`src/rtl/nu_bank_mapper_if.sv`:
```
// CPU-side bus bundle for nu_bank_mapper: 65xx pin inputs, plus the
// register readback, bank address and status outputs.
interface nu_bank_mapper_if #(
  parameter int unsigned EXT_WIDTH = 8
);
  logic                 r_w;
  logic                 _rdy;
  logic                 sync;
  logic [15:0]          address_6502;
  logic [7:0]           data_in;
  logic [7:0]           data_out;
  logic                 data_oe;
  logic [EXT_WIDTH-1:0] address_bank;
  logic                 sel_indirect;
  logic                 flag_full;

  modport master (
    output r_w, _rdy, sync, address_6502, data_in,
    input  data_out, data_oe, address_bank, sel_indirect, flag_full
  );

  modport slave (
    input  r_w, _rdy, sync, address_6502, data_in,
    output data_out, data_oe, address_bank, sel_indirect, flag_full
  );
endinterface

```
`src/rtl/nu_bank_mapper.sv`:
```
// 6509-style bank mapper: exec/indirect bank registers, (zp),Y tracking, key-sequence unlock.
// Optional NU_BANK_INDX_EN: also track (zp,X) opcodes 8'h81/8'hA1.
//
// unlock state | meaning
// ST_IDLE      | waiting for KEY0 on a write to REG_BASE+1
// ST_K1        | KEY0 seen, expecting KEY1
// ST_K2        | KEY1 seen, expecting KEY2
// ST_ARM       | next write to REG_BASE+1 loads flag_full from data bit 0
module nu_bank_mapper #(
  parameter int unsigned BANK_WIDTH = 4,
  parameter int unsigned EXT_WIDTH  = 8,
  parameter logic [15:0] REG_BASE   = 16'h0000,
  parameter logic [7:0]  KEY0       = 8'h55,
  parameter logic [7:0]  KEY1       = 8'hAA,
  parameter logic [7:0]  KEY2       = 8'h00
) (
  input logic               phi2_6509,
  input logic               _reset,
  nu_bank_mapper_if.slave   bus
);

  localparam logic [7:0]  COMPAT_MASK = 8'((1 << BANK_WIDTH) - 1);
  localparam logic [7:0]  FULL_MASK   = 8'((1 << EXT_WIDTH) - 1);
  localparam logic [15:0] REG_IND     = REG_BASE + 16'd1;

  typedef enum logic [1:0] {ST_IDLE, ST_K1, ST_K2, ST_ARM} unlock_e;

  logic [7:0] exec_bank_q, exec_bank_d;
  logic [7:0] ind_bank_q, ind_bank_d;
  logic       flag_full_q, flag_full_d;
  unlock_e    unlock_q, unlock_d;
  logic [4:0] pipe_q, pipe_d;   // one-hot T1..T5 of a tracked opcode
  logic       cls_x_q, cls_x_d;

  logic       hit_exec, hit_ind, wr_exec, wr_ind;
  logic       op_y, op_x;
  logic       sel_ind;
  logic [7:0] mask, rd_data, bank_sel;

  always_comb begin
    hit_exec = (bus.address_6502 == REG_BASE);
    hit_ind  = (bus.address_6502 == REG_IND);
    wr_exec  = ~bus.r_w & hit_exec;
    wr_ind   = ~bus.r_w & hit_ind;
    op_y     = (bus.data_in == 8'h91) | (bus.data_in == 8'hB1);
`ifdef NU_BANK_INDX_EN
    op_x     = (bus.data_in == 8'h81) | (bus.data_in == 8'hA1);
`else
    op_x     = 1'b0;
`endif
  end

  always_comb begin
    exec_bank_d = wr_exec ? bus.data_in : exec_bank_q;
    ind_bank_d  = wr_ind  ? bus.data_in : ind_bank_q;

    pipe_d  = pipe_q;
    cls_x_d = cls_x_q;
    if (bus._rdy) begin
      if (bus.sync) begin
        if (op_y | op_x) begin
          pipe_d  = 5'b00001;
          cls_x_d = op_x;
        end else begin
          pipe_d  = '0;
        end
      end else begin
        pipe_d = {pipe_q[3:0], 1'b0};
      end
    end

    unlock_d    = unlock_q;
    flag_full_d = flag_full_q;
    if (wr_ind) begin
      case (unlock_q)
        ST_IDLE: unlock_d = (bus.data_in == KEY0) ? ST_K1  : ST_IDLE;
        ST_K1:   unlock_d = (bus.data_in == KEY1) ? ST_K2  : ST_IDLE;
        ST_K2:   unlock_d = (bus.data_in == KEY2) ? ST_ARM : ST_IDLE;
        default: begin
          flag_full_d = bus.data_in[0];
          unlock_d    = ST_IDLE;
        end
      endcase
    end
  end

  always_ff @(posedge phi2_6509) begin
    if (!_reset) begin
      exec_bank_q <= COMPAT_MASK;
      ind_bank_q  <= COMPAT_MASK;
      flag_full_q <= 1'b0;
      unlock_q    <= ST_IDLE;
      pipe_q      <= '0;
      cls_x_q     <= 1'b0;
    end else begin
      exec_bank_q <= exec_bank_d;
      ind_bank_q  <= ind_bank_d;
      flag_full_q <= flag_full_d;
      unlock_q    <= unlock_d;
      pipe_q      <= pipe_d;
      cls_x_q     <= cls_x_d;
    end
  end

  // sync at T5 of a (zp),Y op means it ended at T4 (no page cross)
  always_comb begin
    sel_ind  = cls_x_q ? pipe_q[4] : (pipe_q[3] | (pipe_q[4] & ~bus.sync));
    mask     = flag_full_q ? FULL_MASK : COMPAT_MASK;
    rd_data  = hit_ind ? ind_bank_q : exec_bank_q;
    bank_sel = (sel_ind ? ind_bank_q : exec_bank_q) & mask;
  end

  assign bus.data_oe      = bus.r_w & (hit_exec | hit_ind);
  assign bus.data_out     = bus.data_oe ? (rd_data & mask) : 8'h00;
  assign bus.address_bank = bank_sel[EXT_WIDTH-1:0];
  assign bus.sel_indirect = sel_ind;
  assign bus.flag_full    = flag_full_q;

endmodule

```
`src/flat_wrapper.sv`:
```
// flat-port wrapper written by rule: the top's interface ports become plain ports
module nu_bank_mapper_flat 
#(
  parameter int unsigned BANK_WIDTH = 4,
  parameter int unsigned EXT_WIDTH  = 8,
  parameter logic [15:0] REG_BASE   = 16'h0000,
  parameter logic [7:0]  KEY0       = 8'h55,
  parameter logic [7:0]  KEY1       = 8'hAA,
  parameter logic [7:0]  KEY2       = 8'h00
)
  (phi2_6509, _reset, bus_r_w, bus__rdy, bus_sync, bus_address_6502, bus_data_in, bus_data_out, bus_data_oe, bus_address_bank, bus_sel_indirect, bus_flag_full);
  nu_bank_mapper_if #(.EXT_WIDTH(EXT_WIDTH)) bus_i ();
  input logic phi2_6509;
  input logic _reset;
  input wire logic [$bits(bus_i.r_w)-1:0] bus_r_w;
  input wire logic [$bits(bus_i._rdy)-1:0] bus__rdy;
  input wire logic [$bits(bus_i.sync)-1:0] bus_sync;
  input wire logic [$bits(bus_i.address_6502)-1:0] bus_address_6502;
  input wire logic [$bits(bus_i.data_in)-1:0] bus_data_in;
  output wire logic [$bits(bus_i.data_out)-1:0] bus_data_out;
  output wire logic [$bits(bus_i.data_oe)-1:0] bus_data_oe;
  output wire logic [$bits(bus_i.address_bank)-1:0] bus_address_bank;
  output wire logic [$bits(bus_i.sel_indirect)-1:0] bus_sel_indirect;
  output wire logic [$bits(bus_i.flag_full)-1:0] bus_flag_full;
  assign bus_i.r_w = bus_r_w;
  assign bus_i._rdy = bus__rdy;
  assign bus_i.sync = bus_sync;
  assign bus_i.address_6502 = bus_address_6502;
  assign bus_i.data_in = bus_data_in;
  assign bus_data_out = bus_i.data_out;
  assign bus_data_oe = bus_i.data_oe;
  assign bus_address_bank = bus_i.address_bank;
  assign bus_sel_indirect = bus_i.sel_indirect;
  assign bus_flag_full = bus_i.flag_full;
  nu_bank_mapper #(.BANK_WIDTH(BANK_WIDTH), .EXT_WIDTH(EXT_WIDTH), .REG_BASE(REG_BASE), .KEY0(KEY0), .KEY1(KEY1), .KEY2(KEY2)) u_core (.phi2_6509(phi2_6509), ._reset(_reset), .bus(bus_i));
endmodule
```
`config.mk`:
```
export PLATFORM = sky130hd
export DESIGN_NAME = nu_bank_mapper_flat
export DESIGN_NICKNAME = d
export VERILOG_FILES = /design/src/rtl/nu_bank_mapper_if.sv /design/src/rtl/nu_bank_mapper.sv /design/src/flat_wrapper.sv
export SDC_FILE = /design/constraint.sdc
export NUM_CORES = 1
export LEC_CHECK = 0
export ABC_AREA = 1
export CAP_MARGIN = 20
export CORE_MARGIN = 5
export CORE_UTILIZATION = 45
export DETAILED_ROUTE_END_ITERATION = 16
export PLACE_DENSITY = 0.81
export SYNTH_ARGS = -nofsm -noshare
export SYNTH_HDL_FRONTEND = slang
export SYNTH_SLANG_ARGS = --single-unit
```
`constraint.sdc`:
```
create_clock -name phi2_6509 -period 2.9 [get_ports phi2_6509]
set_input_delay 0.725 -clock phi2_6509 [delete_from_list [all_inputs] [get_ports phi2_6509]]
set_output_delay 0.725 -clock phi2_6509 [all_outputs]
set_load 0.05 [all_outputs]
```
==> reports/results.tsv <==
stage	metric	value	unit
status	status	completed	
global_route	grt_max_degree	18	
sta	hold_viol	0	
setup_path	arrival	2.08	ns
pwr	p_leak	1.05	nW
sta	min_period_over_period	96.8	%
min_path	worstHoldStart	u_core.pipe_q[2]	
final_layout	drive_above_1_share	22.9	%
floorplan	core	2780	sq um
drt	firstDrtPassIters	4	
floorplan	fp.dieW	64.1	microns
setup_path	r2r_start	u_core.unlock_q[1]	
clock_network	cts_tree	done	
yosys	synth_top_family_by_area	simple AND/OR/NAND/NOR gates	
clock_network	clk_path_buf_depth	2	
yosys	netlist_instances	204	
drt	first_iter_violations	55	
min_path	whs_path_depth	2	
drt	dr_total_vias	1531	
floorplan	die_y	64.1	microns
yosys	synth-compound-area-share	19.8	%
yosys	synthXorXnorAreaFrac	0	%
final_layout	area_growth	65.9	%
setup_path	r2r_cells	6	
yosys	post-synth-top-area-fraction	36.5	%
clock_network	ctsHoldBuffers	0	
final_layout	nets	288	
yosys	post_synth_fa_ha_maj_area_fraction	0	%
yosys	async_reset_ff_share	0	%
clock_network	root_buffer	clkbuf_4	
yosys	synth-seq-area-share	36.5	%
yosys	syn-num-nets	233	
yosys	synth_area	1320	sq um
place	dp_cells	284	
yosys	yosysUniqueCellTypes	20	
global_route	grt_remaining_overflow	0	
job	drv_cap	0	
yosys	synth.most_common_cell	nand2_1	
place	port-buffer-count	47	
sta	min_period	2.81	ns
global_route	antenna_found_initial	0	
final_layout	antenna_cells	0	
setup_path	crit_fanout	13	
setup_path	worst-setup-path-type	input pin to output port	
drt	drc	0	
clock_network	clock-sinks	24	
place	place_congestion	0.829	
place	preCtsSetupSlack	-0.0535	ns
min_path	min_to	u_core.pipe_q[3]	
drt	viasPerCell	5.30	
final_layout	final_cells	289	
floorplan	ioPinCount	48	
global_route	grt_pass1_vias	1369	
clock_network	htreeDepth	1	
yosys	postSynthAreaPerCell	6.45	sq um
clock_network	cts_buffers	3	
setup_path	cp.required	2.17	ns
setup_path	reg2reg_slack	1.80	ns
sta	setup_tns	0	ns
sta	final_max_slew_viol_count	0	
clock_network	clk_pin_slew_worst_paths	0.13	ns
floorplan	row_count	19	
yosys	ys_seq_elements	24	
sta	timing.final.ws_setup	0.0915	ns
yosys	synth.largest_area_cell	dfxtp_1	
pwr	power_per_cell_area	314	nW/um^2
min_path	hold_path_class	flip-flop to flip-flop	
yosys	synthFlopType	dfxtp_1	
yosys	synth_enable_flop_cells	0	
setup_path	critPathCaptureType	output port	
sta	worst_pin_slew	0.546	ns
sta	max_freq	356	MHz
yosys	synth_simple_gate_area_share	35.4	%
clock_network	clk_latency	0.31	ns
yosys	synthTopCellsByCount	nand2_1, dfxtp_1, a21oi_1, nor2_1, inv_1	
setup_path	critPathLaunchType	input pin	
global_route	grt_usage	16.5	%
sta	finalSetupViolCount	0	
sta	relSlewSlack	63.5	%
drt	routed_wl	3750	microns
drt	ant_nets	0	
drt	wl_per_cell	13.0	microns
sta	grt_setup_unrepaired	no	
sta	hold_slack	0.472	ns
place	dp_hpwl	2590	microns
pwr	ir_drop	345	uV
yosys	muxShareOfSynthArea	0	%
sta	finClkSkew	0.00869	ns
yosys	ys_top_cells_by_area	dfxtp_1, nand2_1, a21oi_1	
floorplan	initial_core_util	47.3	%
setup_path	reg2reg_to	u_core.unlock_q[0]	
floorplan	die_area	4100	sq um
global_route	grt_pass1_wl	5710	microns
yosys	yosys_warnings	0	
-- worst max-delay path by stage --
| stage | start | endpoint | slack, ns | depth (start not counted) |
|---|---|---|---|---|
| after floorplan | bus_address_6502[15] | bus_data_out[4] | -0.16 | 9 |
| after global placement | bus_address_6502[0] | bus_data_out[6] | -0.03 | 12 |
| after detailed placement | bus_address_6502[0] | bus_data_out[6] | -0.05 | 12 |
| after CTS | bus_address_6502[14] | bus_data_out[1] | 0.002 | 8 |
| after global routing | bus_sync | bus_address_bank[7] | 0.02 | 7 |
| final | bus_sync | bus_address_bank[7] | 0.09 | 7 |
-- stage by stage --
step           cell area [sq um]  utilization [%]  power (mW)
4_1_cts                     2070             74.4       0.691
3_3_place_gp                1970             70.8       0.455
2_1_floorplan               1320                -       0.394
6_report                    2180             78.5       0.685
3_5_place_dp                1970             70.8       0.456
5_1_grt                     2180             78.5       0.721
-- layout by cell type, fill, tap and decap left out --
cell,n
nor3_1,4
o21ai_1,5
nand2_4,2
dfxtp_1,24
nand3_1,10
o21ai_2,1
clkinv_1,1
clkbuf_4,3
a21oi_2,4
inv_2,1
a21oi_1,19
dlymetal6s2s_1,15
buf_12,13
inv_6,1
dlygate4sd2_1,1
inv_1,17
nand2_1,54
nor2_1,16
nand4_1,1
nor2_4,8
o211ai_1,8
buf_6,1
o21ai_0,11
nand2_2,5
nand3_2,2
nand2_8,2
clkdlybuf4s50_1,13
buf_4,13
nor2_2,2
bufinv_16,1
-- kinds of logic after synthesis --
group                  after synthesis
AND/OR/NAND/NOR                    106
flip-flops                          24
AO/OA/AOI/OAI                       48
buffers and inverters               26
-- layout make-up --
cell class              instances  area (sq um)
fillers                       197           599
inverters                      20          80.1
well taps                      31          38.8
clock inverters                 1          30.0
multi-input cells             154           835
repair buffers                 56           696
flip-flops and latches         24           480
clock buffers                   3          22.5
-- flip-flops by register name, indices dropped and copies added (netlist names) --
name and cells:
u_core.bus.flag_full 1, u_core.pipe_q 5, u_core.exec_bank_q 8, u_core.unlock_q 2
u_core.ind_bank_q 8
-- routing by layer --
| metal | vias to the layer above | routed length, microns | global-route usage (%) |
|---|---|---|---|
| met5 | - | 0 | 0 |
| met4 | 0 | 36 | 6.75 |
| met3 | 4 | 287 | 3.50 |
| met2 | 62 | 1800 | 28.8 |
| met1 | 686 | 1620 | 19.5 |
| li1 | 779 | - | - |
-- worst max-delay path, cell delays in order --
cell             delay, ns
clkdlybuf4s50_1       0.45
inv_1                 0.05
a21oi_1               0.12
buf_4                 0.20
o21ai_0               0.09
a21oi_1               0.26
buf_12                0.18
-- what timing repair did --
action                                  CTS  global route
setup buffers                             0             1
gates resized for setup                  15            32
pin swaps                                 5            19
endpoints found under the setup margin    6             8
-- report_power, final --
group	internal (mW)	switching, mW	total, mW
Combinational	0.0494	0.0661	0.115
Clock	0.140	0.0941	0.234
Sequential	0.333	0.00181	0.335
No activity file was read; power rests on OpenSTA's default activity.
